`config.mk`:
```
export PLATFORM = sky130hd
export DESIGN_NAME = uart_tx_arb
export DESIGN_NICKNAME = d
export VERILOG_FILES = /design/src/rtl/uart_tx_arb.sv
export SDC_FILE = /design/constraint.sdc
export NUM_CORES = 1
export LEC_CHECK = 0
export CAP_MARGIN = 20
export CORE_MARGIN = 3
export CORE_UTILIZATION = 53
export CTS_CLUSTER_SIZE = 24
export DETAILED_ROUTE_END_ITERATION = 7
export PLACE_DENSITY_LB_ADDON = 0.15
export SYNTH_ARGS = -nofsm -noshare
export SYNTH_HDL_FRONTEND = slang
export SYNTH_SLANG_ARGS = --single-unit
```
`constraint.sdc`:
```
create_clock -name clk -period 8.71 [get_ports clk]
set_input_delay 1.742 -clock clk [delete_from_list [all_inputs] [get_ports clk]]
set_output_delay 1.742 -clock clk [all_outputs]
set_load 0.005 [all_outputs]
```
`src/rtl/uart_tx_arb.sv`:
```
// Multi-port UART transmitter: per-port byte FIFOs, round-robin drain into one serializer.
// Define UART_PARITY_EN to add an even-parity bit (8E1); the default build is 8N1.

module uart_tx_arb_fifo #(
    parameter int DEPTH = 16
) (
    input  logic       clk,
    input  logic       resetn,
    input  logic       i_wr,
    input  logic [7:0] i_wdata,
    input  logic       i_pop,
    output logic [7:0] o_head,
    output logic       o_nempty,
    output logic       o_ready,
    output logic       o_ovf
);
    localparam int AW = $clog2(DEPTH);
    localparam logic [AW:0] FULL = DEPTH[AW:0];

    logic [7:0]    r_mem [DEPTH];
    logic [AW-1:0] r_wp, r_rp;
    logic [AW:0]   r_cnt;
    logic          r_ovf;
    logic          w_full, w_push, w_pop;

    // Fullness comes from the registered count only, so a same-edge pop never frees a slot.
    assign w_full = (r_cnt == FULL);
    assign w_push = i_wr && !w_full;
    assign w_pop  = i_pop && (r_cnt != '0);

    always_ff @(posedge clk or negedge resetn) begin
        if (!resetn) begin
            r_wp  <= '0;
            r_rp  <= '0;
            r_cnt <= '0;
            r_ovf <= 1'b0;
        end else begin
            if (w_push)          r_wp  <= r_wp + 1'b1;
            if (w_pop)           r_rp  <= r_rp + 1'b1;
            if (i_wr && w_full)  r_ovf <= 1'b1;
            case ({w_push, w_pop})
                2'b10:   r_cnt <= r_cnt + 1'b1;
                2'b01:   r_cnt <= r_cnt - 1'b1;
                default: r_cnt <= r_cnt;
            endcase
        end
    end

    always_ff @(posedge clk) begin
        if (w_push) r_mem[r_wp] <= i_wdata;
    end

    assign o_head   = r_mem[r_rp];
    assign o_nempty = (r_cnt != '0);
    assign o_ready  = !w_full;
    assign o_ovf    = r_ovf;
endmodule

module uart_tx_arb #(
    parameter int N_PORTS     = 2,
    parameter int FIFO_DEPTH  = 16,
    parameter int CLK_FREQ_HZ = 50000000,
    parameter int BAUD_RATE   = 230400
) (
    input  logic                 clk,
    input  logic                 resetn,
    input  logic [N_PORTS-1:0]   io_wr,
    input  logic [8*N_PORTS-1:0] io_wdata,
    output logic [N_PORTS-1:0]   io_ready,
    output logic [N_PORTS-1:0]   io_ovf,
    output logic                 tx_idle,
    output logic                 uart_tx
);
    localparam int CPB = CLK_FREQ_HZ / BAUD_RATE;
    localparam int BW  = $clog2(CPB);
    localparam int LW  = (N_PORTS > 1) ? $clog2(N_PORTS) : 1;
    localparam logic [BW-1:0] BAUD_LAST = BW'(CPB - 1);
    localparam logic [LW-1:0] LAST_RST  = LW'(N_PORTS - 1);

    typedef enum logic [2:0] {S_IDLE, S_START, S_DATA, S_PARITY, S_STOP} state_t;

    state_t        r_state, w_state_nxt;
    logic [BW-1:0] r_baud, w_baud_nxt;
    logic [2:0]    r_bit, w_bit_nxt;
    logic [7:0]    r_shift, w_shift_nxt;
    logic [LW-1:0] r_last, w_last_nxt;
    logic          r_tx, w_tx_nxt;

    logic [N_PORTS-1:0][7:0] w_head;
    logic [N_PORTS-1:0]      w_nempty, w_pop;
    logic [LW-1:0]           w_idx, w_sel;
    logic                    w_found, w_baud_done;

    for (genvar i = 0; i < N_PORTS; i++) begin : g_port
        uart_tx_arb_fifo #(.DEPTH(FIFO_DEPTH)) u_fifo (
            .clk      (clk),
            .resetn   (resetn),
            .i_wr     (io_wr[i]),
            .i_wdata  (io_wdata[8*i +: 8]),
            .i_pop    (w_pop[i]),
            .o_head   (w_head[i]),
            .o_nempty (w_nempty[i]),
            .o_ready  (io_ready[i]),
            .o_ovf    (io_ovf[i])
        );
    end

    // Round-robin search starting just after the last port served.
    always_comb begin
        w_found = 1'b0;
        w_sel   = r_last;
        w_idx   = r_last;
        for (int k = 1; k <= N_PORTS; k++) begin
            w_idx = LW'((int'(r_last) + k) % N_PORTS);
            if (!w_found && w_nempty[w_idx]) begin
                w_found = 1'b1;
                w_sel   = w_idx;
            end
        end
    end

    always_comb begin
        w_pop = '0;
        for (int i = 0; i < N_PORTS; i++)
            w_pop[i] = (r_state == S_IDLE) && w_found && (w_sel == LW'(i));
    end

    assign w_baud_done = (r_baud == BAUD_LAST);

    always_ff @(posedge clk or negedge resetn) begin
        if (!resetn) begin
            r_state <= S_IDLE;
            r_baud  <= '0;
            r_bit   <= '0;
            r_shift <= '0;
            r_last  <= LAST_RST;
            r_tx    <= 1'b1;
        end else begin
            r_state <= w_state_nxt;
            r_baud  <= w_baud_nxt;
            r_bit   <= w_bit_nxt;
            r_shift <= w_shift_nxt;
            r_last  <= w_last_nxt;
            r_tx    <= w_tx_nxt;
        end
    end

    always_comb begin
        w_state_nxt = r_state;
        w_baud_nxt  = r_baud + 1'b1;
        w_bit_nxt   = r_bit;
        w_shift_nxt = r_shift;
        w_last_nxt  = r_last;
        case (r_state)
            S_IDLE: begin
                w_baud_nxt = '0;
                if (w_found) begin
                    w_state_nxt = S_START;
                    w_shift_nxt = w_head[w_sel];
                    w_last_nxt  = w_sel;
                end
            end
            S_START: if (w_baud_done) begin
                w_state_nxt = S_DATA;
                w_baud_nxt  = '0;
                w_bit_nxt   = '0;
            end
            S_DATA: if (w_baud_done) begin
                w_baud_nxt = '0;
                w_bit_nxt  = r_bit + 1'b1;
`ifdef UART_PARITY_EN
                if (r_bit == 3'd7) w_state_nxt = S_PARITY;
`else
                if (r_bit == 3'd7) w_state_nxt = S_STOP;
`endif
            end
`ifdef UART_PARITY_EN
            S_PARITY: if (w_baud_done) begin
                w_state_nxt = S_STOP;
                w_baud_nxt  = '0;
            end
`endif
            S_STOP: if (w_baud_done) begin
                w_state_nxt = S_IDLE;
                w_baud_nxt  = '0;
            end
            default: begin
                w_state_nxt = S_IDLE;
                w_baud_nxt  = '0;
            end
        endcase
    end

    // Line level is decoded from the next state so uart_tx comes straight off a flop.
    always_comb begin
        w_tx_nxt = 1'b1;
        case (w_state_nxt)
            S_START:  w_tx_nxt = 1'b0;
            S_DATA:   w_tx_nxt = w_shift_nxt[w_bit_nxt];
            S_PARITY: w_tx_nxt = ^w_shift_nxt;
            default:  w_tx_nxt = 1'b1;
        endcase
    end

    assign uart_tx = r_tx;
    assign tx_idle = (r_state == S_IDLE) && !(|w_nempty);
endmodule

```
==> results.txt, run 1 <==
----------------------------------------------------
[Routing]
  DRT antenna net count ... 0
  Via Count ... 6483
  Routed wire per std cell ... 22.1 µm
  Total detailed-routing wirelength ... 24400 µm
  Detailed Routing Iterations Pass 1 ... 5
  Remaining design rule violation count ... 0
  Number of design-rule violations left by the first detailed-router iteration ... 477
  Via-to-Cell Ratio ... 5.88

[Placement]
  Port buffer count ... 25
  Final estimated routing congestion in global placement ... 0.819
  Final HPWL from detailed placement ... 15700 µm

[Die]
  IO Count ... 26
  Floorplan row count ... 56
  DIE HEIGHT ... 161 µm
  Die Wd ... 161 µm
  Initial Util ... 54.2%
  Placeable core region ... 23600 µm²
  Full die area ... 26000 µm²

[Timing]
  Final hold violations ... 0
  Hold_ws ... 0.470 ns
  Final Max Tran Viols ... 0
  Accumulated negative setup slack ... 0 ns
  Maximum clock rate ... 224 MHz
  Crit path time final ... 4.46 ns
  Relative slew slack ... 34.2%
  Period utilisation layout ... 51.3%
  Slew of the pin with the lowest slew margin ... 0.984 ns
  Final setup violation count ... 0
  Clock tree skew after final layout ... 0.0147 ns
  Setup repair after global routing missed its margin ... no

[Cells and area]
  Utilization after layout ... 61.1%
  Relative area change from synthesis to final layout ... 12.7%
  Fraction of layout instances using a drive strength above 1 ... 15.8%
  Final antenna diode count ... 0
  Count of nets after finishing ... 803

[Logic synthesis]
  Dominant register cell in the synthesized netlist ... sky130_fd_sc_hd__edfxtp_1
  Netlist Area Pre-Place ... 12800 µm²
  Fraction of the yosys area taken by sequential cells ... 70.3%
  Instance count of the mapped netlist ... 725
  Area share of the largest cell type after synthesis ... 60.1%
  Biggest area contributors in the synthesized netlist ... sky130_fd_sc_hd__edfxtp_1 60%, sky130_fd_sc_hd__dfrtp_1 9.8%, sky130_fd_sc_hd__mux4_2 9.7%, sky130_fd_sc_hd__mux4_1 2.5%, sky130_fd_sc_hd__ha_1 2.2%
  Cell taking the most area after synthesis ... sky130_fd_sc_hd__edfxtp_1
  Ys Warns ... 0
  EDFF count, synth ... 256
  Number of synthesized register bits ... 308
  Post-Synthesis Net Count ... 768
  Async set-reset flop share out of synthesis ... 16.9%
  Per-instance average area after synthesis ... 17.6 µm²
  Most common cell in the synthesized netlist ... sky130_fd_sc_hd__edfxtp_1
  Number of distinct library cells after synthesis ... 60
  Cell types with the highest counts after synthesis ... 256 x sky130_fd_sc_hd__edfxtp_1, 55 x sky130_fd_sc_hd__mux4_2, 50 x sky130_fd_sc_hd__dfrtp_1

[Power and ir drop]
  Reported leakage power ... 4.93 nW
  Worst IR Drop VDD ... 0.000181 V
  Total chip power ... 0.00331 W
  Power Dens Cells ... 230 nW/µm²

[Worst hold path]
  Hold Crit Start ... g_port[1].u_fifo.o_ovf
  Cell depth of the worst min-delay path ... 1
  End point of the worst hold path ... g_port[1].u_fifo.o_ovf
  Tightest Hold Check Type ... flop to flop

[Worst setup path]
  Worst setup path category ... flop to output pin
  Worst flop-to-flop path endpoint ... g_port[1].u_fifo.r_cnt[4]
  Worst Path Required ... 6.97 ns
  RR Startpoint ... g_port[0].u_fifo.r_cnt[0]
  Largest fanout of any net on the critical path ... 5
  Launching element type of the critical path ... flop
  Slack of the worst reg-to-reg path ... 4.73 ns
  Category of the worst setup path capture point ... output pin
  Data arrival at the endpoint of the critical path ... 2.72 ns
  R2R depth ... 12

[GRT]
  Total congestion overflow after global routing ... 0
  Total Routing Usage GR ... 19.5%
  Pin count of the biggest net entering global routing ... 53
  Antenna violations before repair ... 1
  Wire length of the first global-routing pass ... 38700 µm
  Via count of the first global-routing pass ... 6766

[CTS]
  Insertion delay to the later sink of the worst-skew pair ... 0.51 ns
  Number of H-tree levels ... 2
  TritonCTS clock tree ... yes
  Clk root buf ... sky130_fd_sc_hd__clkbuf_16
  Maximum number of buffers from clock root to sink ... 3
  Total clock sinks ... 308
  Post-CTS Hold Buffers ... 0
  Cells resized by post-CTS repair ... 0
  Clock slew at reported path FFs ... 0.05 ns
  Post-CTS Setup Inserts ... 0
  Number of clock buffers inserted by TritonCTS ... 34

[Run]
  Max Cap Viol ... 0

[Run status]
  Result of the run ... finished clean

----------------------------------------------------
## cell type report
class	count	area [µm²]
clock buffer	43	916
clock inverter	17	173
fill	1702	9190
inverter	23	86.3
multi-input combinational	355	3520
sequential	308	8990
tap	319	399
timing repair buffer	38	335
## cell usage in the layout, fill, tap and decap left out, types with 7 or more instances in the layout
| cell type | netlist | routed |
|---|---|---|
| sky130_fd_sc_hd__a21oi_1 | 10 | 10 |
| sky130_fd_sc_hd__a22oi_1 | 15 | 15 |
| sky130_fd_sc_hd__buf_4 | 4 | 7 |
| sky130_fd_sc_hd__clkbuf_1 | 17 | 7 |
| sky130_fd_sc_hd__clkbuf_16 | 0 | 35 |
| sky130_fd_sc_hd__clkdlybuf4s50_1 | 0 | 24 |
| sky130_fd_sc_hd__clkinv_1 | 1 | 9 |
| sky130_fd_sc_hd__dfrtp_1 | 50 | 49 |
| sky130_fd_sc_hd__edfxtp_1 | 256 | 256 |
| sky130_fd_sc_hd__ha_1 | 22 | 22 |
| sky130_fd_sc_hd__inv_1 | 22 | 22 |
| sky130_fd_sc_hd__mux2i_1 | 16 | 16 |
| sky130_fd_sc_hd__mux4_1 | 12 | 12 |
| sky130_fd_sc_hd__mux4_2 | 55 | 55 |
| sky130_fd_sc_hd__nand2_1 | 34 | 34 |
| sky130_fd_sc_hd__nand3_1 | 10 | 10 |
| sky130_fd_sc_hd__nand4_1 | 7 | 7 |
| sky130_fd_sc_hd__nor2_1 | 47 | 47 |
| sky130_fd_sc_hd__nor3_1 | 10 | 10 |
| sky130_fd_sc_hd__o21ai_0 | 10 | 10 |
| sky130_fd_sc_hd__xnor2_1 | 14 | 14 |
| sky130_fd_sc_hd__xor2_1 | 16 | 16 |
## through the flow
stage,setup WS (ns),cells,instance area [µm²]
4_1_cts,4.20,1099,14400
3_3_place_gp,4.56,1036,13300
2_1_floorplan,5.01,725,12800
6_report,4.25,1103,14400
5_1_grt,4.10,1103,14400
3_5_place_dp,4.50,1039,13300
## logic make-up (layout without fill, tap and decap cells)
family | Yosys count | after routing | share of synthesized area [%]
adder cells (fa/ha/maj) | 23 | 23 | 2.31
multiplexers | 86 | 86 | 13.7
AO/OA/AOI/OAI | 69 | 69 | 3.87
buffers and inverters | 62 | 121 | 2.22
flip-flops | 308 | 308 | 70.3
AND/OR/NAND/NOR | 147 | 147 | 5.62
XOR/XNOR | 30 | 30 | 2.05
## routing by layer
metal / up-vias / global-route usage (%) / wire length (µm)
met5: - / 0 / 13
met4: 2 / 6.96 / 686
met3: 51 / 4.49 / 1500
met2: 176 / 29.9 / 11400
met1: 3330 / 28.0 / 10800
li1: 2924 / - / -
## power by group
group | leakage, nW | internal [W] | switching [W]
clock | 0.531 | 0.000834 | 0.000543
combinational | 1.45 | 0.0000753 | 0.000121
sequential | 2.94 | 0.00168 | 0.0000522
## flip-flops by register name, summed over array words and instances, names as in the netlist
signal / flops
r_shift: 8
g_port.u_fifo.r_cnt: 10
r_baud: 8
r_bit: 3
r_state: 3
g_port.u_fifo.r_rp: 8
r_last: 1
g_port.u_fifo.r_mem: 256
g_port.u_fifo.o_ovf: 2
uart_tx: 1
g_port.u_fifo.r_wp: 8
## worst max-delay path: stages, from the launching register on
cell,delay (ns)
sky130_fd_sc_hd__dfrtp_1,0.42
sky130_fd_sc_hd__nor4_1,0.76
sky130_fd_sc_hd__nand4_1,0.32
sky130_fd_sc_hd__nor2_1,0.20
sky130_fd_sc_hd__clkdlybuf4s50_1,0.52
## worst max-delay path by stage
stage,start,end,slack [ns],depth (start not counted)
6_report,g_port[0].u_fifo.r_cnt[0],tx_idle,4.25,4
5_1_grt,g_port[0].u_fifo.r_cnt[1],tx_idle,4.10,4
4_1_cts,g_port[0].u_fifo.r_cnt[0],tx_idle,4.20,4
3_5_place_dp,io_wr[1],g_port[1].u_fifo.r_cnt[4],4.50,12
3_3_place_gp,io_wr[1],g_port[1].u_fifo.r_cnt[4],4.56,12
2_1_floorplan,io_wr[1],g_port[1].u_fifo.r_cnt[4],5.01,13
Note: power is estimated with default switching activity, not from simulation.
==> run 2: changes to the inputs <==
- clock period: 8.71 -> 4.65 ns (I/O delays scaled with it)
==> results.txt, run 2 (synthesized netlist as in run 1, its figures left out) <==
----------------------------------------------------
[Run status]
  Result of the run ... finished clean

[Run]
  Max Cap Viol ... 0

[Cells and area]
  Top library cells by usage in the layout, fill and taps aside ... 256 x sky130_fd_sc_hd__edfxtp_1, 55 x sky130_fd_sc_hd__mux4_2, 49 x sky130_fd_sc_hd__dfrtp_1, 47 x sky130_fd_sc_hd__nor2_1, 36 x sky130_fd_sc_hd__clkbuf_16
  Leading registers by flop count ... g_port.u_fifo.r_mem: 256 flops, g_port.u_fifo.r_cnt: 10 flops
  Number of flip-flops under the largest register name ... 256
  Top register by number of flip-flops ... g_port.u_fifo.r_mem
  Count of nets after finishing ... 804
  Most common library cell in the layout ignoring fill and taps ... sky130_fd_sc_hd__edfxtp_1
  Multi-input logic area ... 3520 µm²
  Storage element area ... 8990 µm²
  Total of fill cells in the finished design ... 1701
  Fraction of layout instances using a drive strength above 1 ... 17.7%
  Final antenna diode count ... 0
  Relative area change from synthesis to final layout ... 13.7%
  Utilization after layout ... 61.6%

[Timing]
  Slew of the pin with the lowest slew margin ... 1.09 ns
  Final Max Tran Viols ... 0
  Clock tree skew after final layout ... 0.0147 ns
  Crit path time final ... 3.73 ns
  Hold_ws ... 0.342 ns
  Accumulated negative setup slack ... 0 ns
  Final hold violations ... 0
  Relative slew slack ... 26.8%
  Final critical-path setup slack ... 0.923 ns
  Maximum clock rate ... 268 MHz
  Period utilisation layout ... 80.1%
  Final setup violation count ... 0
  Setup repair after global routing missed its margin ... no

[Placement]
  Final HPWL from detailed placement ... 16300 µm
  Setup Slack @ Placement ... 1.23 ns
  Port buffer count ... 25
  Final estimated routing congestion in global placement ... 0.803

[CTS]
  Total clock sinks ... 308
  Number of clock buffers inserted by TritonCTS ... 31
  Cells resized by post-CTS repair ... 0
  Clock slew at reported path FFs ... 0.06 ns
  Clk root buf ... sky130_fd_sc_hd__clkbuf_16
  Number of H-tree levels ... 1
  Post-CTS Hold Buffers ... 0
  TritonCTS clock tree ... yes
  Insertion delay to the later sink of the worst-skew pair ... 0.56 ns
  Maximum number of buffers from clock root to sink ... 3
  Post-CTS Setup Inserts ... 0

[Worst setup path]
  Worst Path Required ... 3.72 ns
  Category of the worst setup path capture point ... output pin
  Largest fanout of any net on the critical path ... 5
  Launching element type of the critical path ... flop
  Data arrival at the endpoint of the critical path ... 2.80 ns
  Worst setup path category ... flop to output pin

[Power and ir drop]
  Reported leakage power ... 4.99 nW
  NetSw ... 0.00137 W
  Total chip power ... 0.00637 W
  Logic pwr share ... 5.9%
  Reg power frac ... 51.0%
  Worst IR Drop VDD ... 0.000366 V
  Net Sw Frac ... 21.5%
  Power Dens Cells ... 438 nW/µm²
  Clock share of power ... 43.1%
  Cell internal power dissipation ... 0.00501 W

[GRT]
  Via count of the first global-routing pass ... 6664
  Total Routing Usage GR ... 19.6%
  Total congestion overflow after global routing ... 0
  Antenna violations before repair ... 0
  Wire length of the first global-routing pass ... 39000 µm
  Pin count of the biggest net entering global routing ... 33

[Routing]
  DRT antenna net count ... 0
  Remaining design rule violation count ... 0
  Via Count ... 6526
  Routed wire per std cell ... 22.6 µm
  Number of design-rule violations left by the first detailed-router iteration ... 604
  Via-to-Cell Ratio ... 5.91
  Total detailed-routing wirelength ... 24900 µm
  Detailed Routing Iterations Pass 1 ... 5

[Die]
  IO Count ... 26
  Die Wd ... 161 µm
  Full die area ... 26000 µm²
  Floorplan row count ... 56
  Initial Util ... 54.2%
  DIE HEIGHT ... 161 µm
  Placeable core region ... 23600 µm²

[Worst hold path]
  Tightest Hold Check Type ... input port to async pin

----------------------------------------------------
-- run 2: final timing paths --
check	startpoint	to	slack, ns	cells after the start
setup / recovery	g_port[0].u_fifo.r_cnt[1]	tx_idle	0.92	4
hold / removal	resetn	g_port[1].u_fifo.r_cnt[3]	0.34	1
hold reg to reg	g_port[1].u_fifo.o_ovf	g_port[1].u_fifo.o_ovf	0.47	1
setup reg to reg	g_port[0].u_fifo.r_cnt[1]	g_port[1].u_fifo.r_cnt[4]	1.23	12
min in group clk	g_port[1].u_fifo.o_ovf	g_port[1].u_fifo.o_ovf	0.47	1
max in group asynchronous	resetn	uart_tx	3.50	2
-- run 2: stage by stage --
stage	instance area, µm²	cells
final	14500	1105
after global routing	14500	1105
after CTS	14500	1105
after detailed placement	13400	1047
after global placement	13400	1047
after floorplan	12800	725
-- run 2: area by class of cell --
| type | instances | share of cell area (%) |
|---|---|---|
| multi-input cells | 355 | 24.2 |
| clock buffers | 41 | 6.47 |
| clock inverters | 17 | 1.63 |
| flip-flops and latches | 308 | 61.8 |
| inverters | 23 | 0.593 |
| repair buffers | 42 | 2.56 |
| well taps | 319 | 2.74 |
-- run 2: worst max-delay path, stage by stage (launching register included) --
cell	delay, ns
sky130_fd_sc_hd__dfrtp_1	0.42
sky130_fd_sc_hd__nor4_1	0.80
sky130_fd_sc_hd__nand4_1	0.32
sky130_fd_sc_hd__nor2_1	0.18
sky130_fd_sc_hd__clkdlybuf4s50_1	0.52
-- run 2: layer usage --
metal	routed length [µm]	track usage [%]	up-vias
li1	-	-	2931
met1	11300	30.2	3382
met2	11800	30.4	180
met3	1390	2.77	33
met4	445	4.11	0
met5	0	0	-
-- run 2: power groups by stage --
| stage | Sequential (W) | Combinational (W) | Clock (W) |
|---|---|---|---|
| after global routing | 0.00326 | 0.000419 | 0.00290 |
| final | 0.00325 | 0.000378 | 0.00275 |
| after global placement | 0.00329 | 0.000362 | 0 |
| after floorplan | 0.00325 | 0.000271 | 0 |
| after detailed placement | 0.00330 | 0.000377 | 0 |
| after CTS | 0.00325 | 0.000381 | 0.00279 |
==> run 3: changes to the inputs <==
- clock period: 4.65 -> 3.7 ns (I/O delays scaled with it)
==> results.txt, run 3 (synthesized netlist as in run 1, its figures left out) <==
----------------------------------------------------
[GRT]
  Pin count of the biggest net entering global routing ... 37
  Total Routing Usage GR ... 20.6%
  Antenna violations before repair ... 1
  Via count of the first global-routing pass ... 6910
  Wire length of the first global-routing pass ... 41200 µm
  Total congestion overflow after global routing ... 0

[Placement]
  DP Area ... 13600 µm²
  Port buffer count ... 25
  Number of placed instances with taps included ... 1072
  Final estimated routing congestion in global placement ... 0.873
  Final HPWL from detailed placement ... 16800 µm

[Worst setup path]
  Cell chain of the critical path ... nor4_2, nand4_1, nor2_1, clkdlybuf4s50_1
  Launching element type of the critical path ... flop
  Category of the worst setup path capture point ... output pin
  Slack of the worst reg-to-reg path ... 0.44 ns
  RR Startpoint ... g_port[1].u_fifo.r_cnt[2]
  Worst setup path category ... flop to output pin
  Data arrival at the endpoint of the critical path ... 2.54 ns
  Worst flop-to-flop path endpoint ... g_port[1].u_fifo.r_cnt[4]
  Slowest CP cell ... sky130_fd_sc_hd__clkdlybuf4s50_1
  Worst setup path startpoint ... g_port[1].u_fifo.r_cnt[2]
  Worst Path Required ... 2.96 ns
  R2R depth ... 13
  Delay-heaviest family, CP ... simple AND/OR/NAND/NOR gates
  Slowest Stage Delay on Critical Path ... 0.53 ns
  Largest fanout of any net on the critical path ... 8
  Critical path buffers and inverters ... 1

[Cells and area]
  Storage element area ... 8990 µm²
  Top register by number of flip-flops ... g_port.u_fifo.r_mem
  Final antenna diode count ... 0
  Top library cells by usage in the layout, fill and taps aside ... 256 x sky130_fd_sc_hd__edfxtp_1, 55 x sky130_fd_sc_hd__mux4_2, 49 x sky130_fd_sc_hd__dfrtp_1, 47 x sky130_fd_sc_hd__nor2_1, 41 x sky130_fd_sc_hd__buf_4
  Final standard cell count with taps included and fillers excluded ... 1128
  Leading registers by flop count ... g_port.u_fifo.r_mem: 256 flops, g_port.u_fifo.r_cnt: 10 flops
  Count of nets after finishing ... 829
  Total of fill cells in the finished design ... 1704
  Finished Cell Area ... 14600 µm²
  Most common library cell in the layout ignoring fill and taps ... sky130_fd_sc_hd__edfxtp_1
  Number of flip-flops under the largest register name ... 256
  Relative area change from synthesis to final layout ... 13.8%
  Fraction of layout instances using a drive strength above 1 ... 18.5%
  Multi-input logic area ... 3520 µm²

[Run]
  Max Cap Viol ... 0

[CTS]
  Number of clock buffers inserted by TritonCTS ... 31
  Clock slew at reported path FFs ... 0.06 ns
  Post-CTS Hold Buffers ... 0
  Number of H-tree levels ... 1
  Clk root buf ... sky130_fd_sc_hd__clkbuf_16
  Maximum number of buffers from clock root to sink ... 3
  Total clock sinks ... 308
  Post-CTS Setup Inserts ... 0
  Insertion delay to the later sink of the worst-skew pair ... 0.57 ns
  Cells resized by post-CTS repair ... 0
  TritonCTS clock tree ... yes

[Run status]
  Result of the run ... finished clean

[Die]
  DIE HEIGHT ... 161 µm
  Floorplan row count ... 56
  Placeable core region ... 23600 µm²
  Die Wd ... 161 µm
  Full die area ... 26000 µm²
  IO Count ... 26
  Initial Util ... 54.2%

[Routing]
  DRT antenna net count ... 0
  Detailed Routing Iterations Pass 1 ... 6
  Routed wire per std cell ... 22.9 µm
  Via Count ... 6667
  Number of design-rule violations left by the first detailed-router iteration ... 730
  Total detailed-routing wirelength ... 25900 µm
  Via-to-Cell Ratio ... 5.91
  Remaining design rule violation count ... 0

[Power and ir drop]
  Power Dens Cells ... 523 nW/µm²
  Worst IR Drop VDD ... 0.000395 V
  Reported leakage power ... 5.04 nW

[Timing]
  Clock tree skew after final layout ... 0.0163 ns
  Setup repair after global routing missed its margin ... no
  Period utilisation layout ... 88.7%
  Final Max Tran Viols ... 0
  Slew of the pin with the lowest slew margin ... 0.914 ns
  Relative slew slack ... 39.1%
  Final setup violation count ... 0
  Maximum clock rate ... 305 MHz
  Final hold violations ... 0
  Accumulated negative setup slack ... 0 ns
  Crit path time final ... 3.28 ns

[Worst hold path]
  Tightest Hold Check Type ... input port to async pin

----------------------------------------------------
run 3: cell count changes in the layout (fill, tap and decap cells not counted):
cell and change:
sky130_fd_sc_hd__buf_4 +24, sky130_fd_sc_hd__clkbuf_1 +8, sky130_fd_sc_hd__clkbuf_16 -5, sky130_fd_sc_hd__clkinvlp_4 -5
sky130_fd_sc_hd__clkinv_1 +4, sky130_fd_sc_hd__clkbuf_4 -3, sky130_fd_sc_hd__bufinv_16 -2, sky130_fd_sc_hd__buf_12 +1
sky130_fd_sc_hd__inv_8 +1
run 3: final cells by class:
type / count / share of cell area (%)
Multi-Input combinational cell: 355 / 24.2
Inverter: 23 / 0.593
Tap cell: 319 / 2.74
Clock buffer: 41 / 5.65
Sequential cell: 308 / 61.8
Timing Repair Buffer: 67 / 3.94
Clock inverter: 15 / 1.13
run 3: per-layer routing:
layer  vias up  wire (µm)  GRT usage (%)
li1       2976          -              -
met1      3469      11400           30.5
met2       176      12600           33.2
met3        44       1390           3.31
met4         2        488           4.34
met5         -         20              0
run 3: through the flow:
stage          hold WS, ns  util [%]  total power [W]  setup WS, ns
2_1_floorplan        0.443         -          0.00442         0.525
4_1_cts              0.212      61.7          0.00768         0.433
5_1_grt              0.253      61.7          0.00790         0.278
6_report             0.204      61.7          0.00762         0.419
3_3_place_gp         0.454      57.5          0.00461         0.567
3_5_place_dp         0.455      57.5          0.00465         0.431
run 3: power breakdown:
| part | internal (W) | switching [W] |
|---|---|---|
| sequential | 0.00396 | 0.000127 |
| clock | 0.00177 | 0.00126 |
| combinational | 0.000196 | 0.000302 |
| total | 0.00593 | 0.00169 |
run 3: worst max path at each step:
stage                                 to  slack [ns]  depth (start not counted)
2_1_floorplan  g_port[0].u_fifo.r_cnt[4]        0.52                         15
3_3_place_gp   g_port[1].u_fifo.r_cnt[4]        0.57                         12
3_5_place_dp   g_port[1].u_fifo.r_cnt[4]        0.43                         12
4_1_cts                          tx_idle        0.43                          4
5_1_grt        g_port[1].u_fifo.r_cnt[4]        0.28                         13
6_report                         tx_idle        0.42                          4
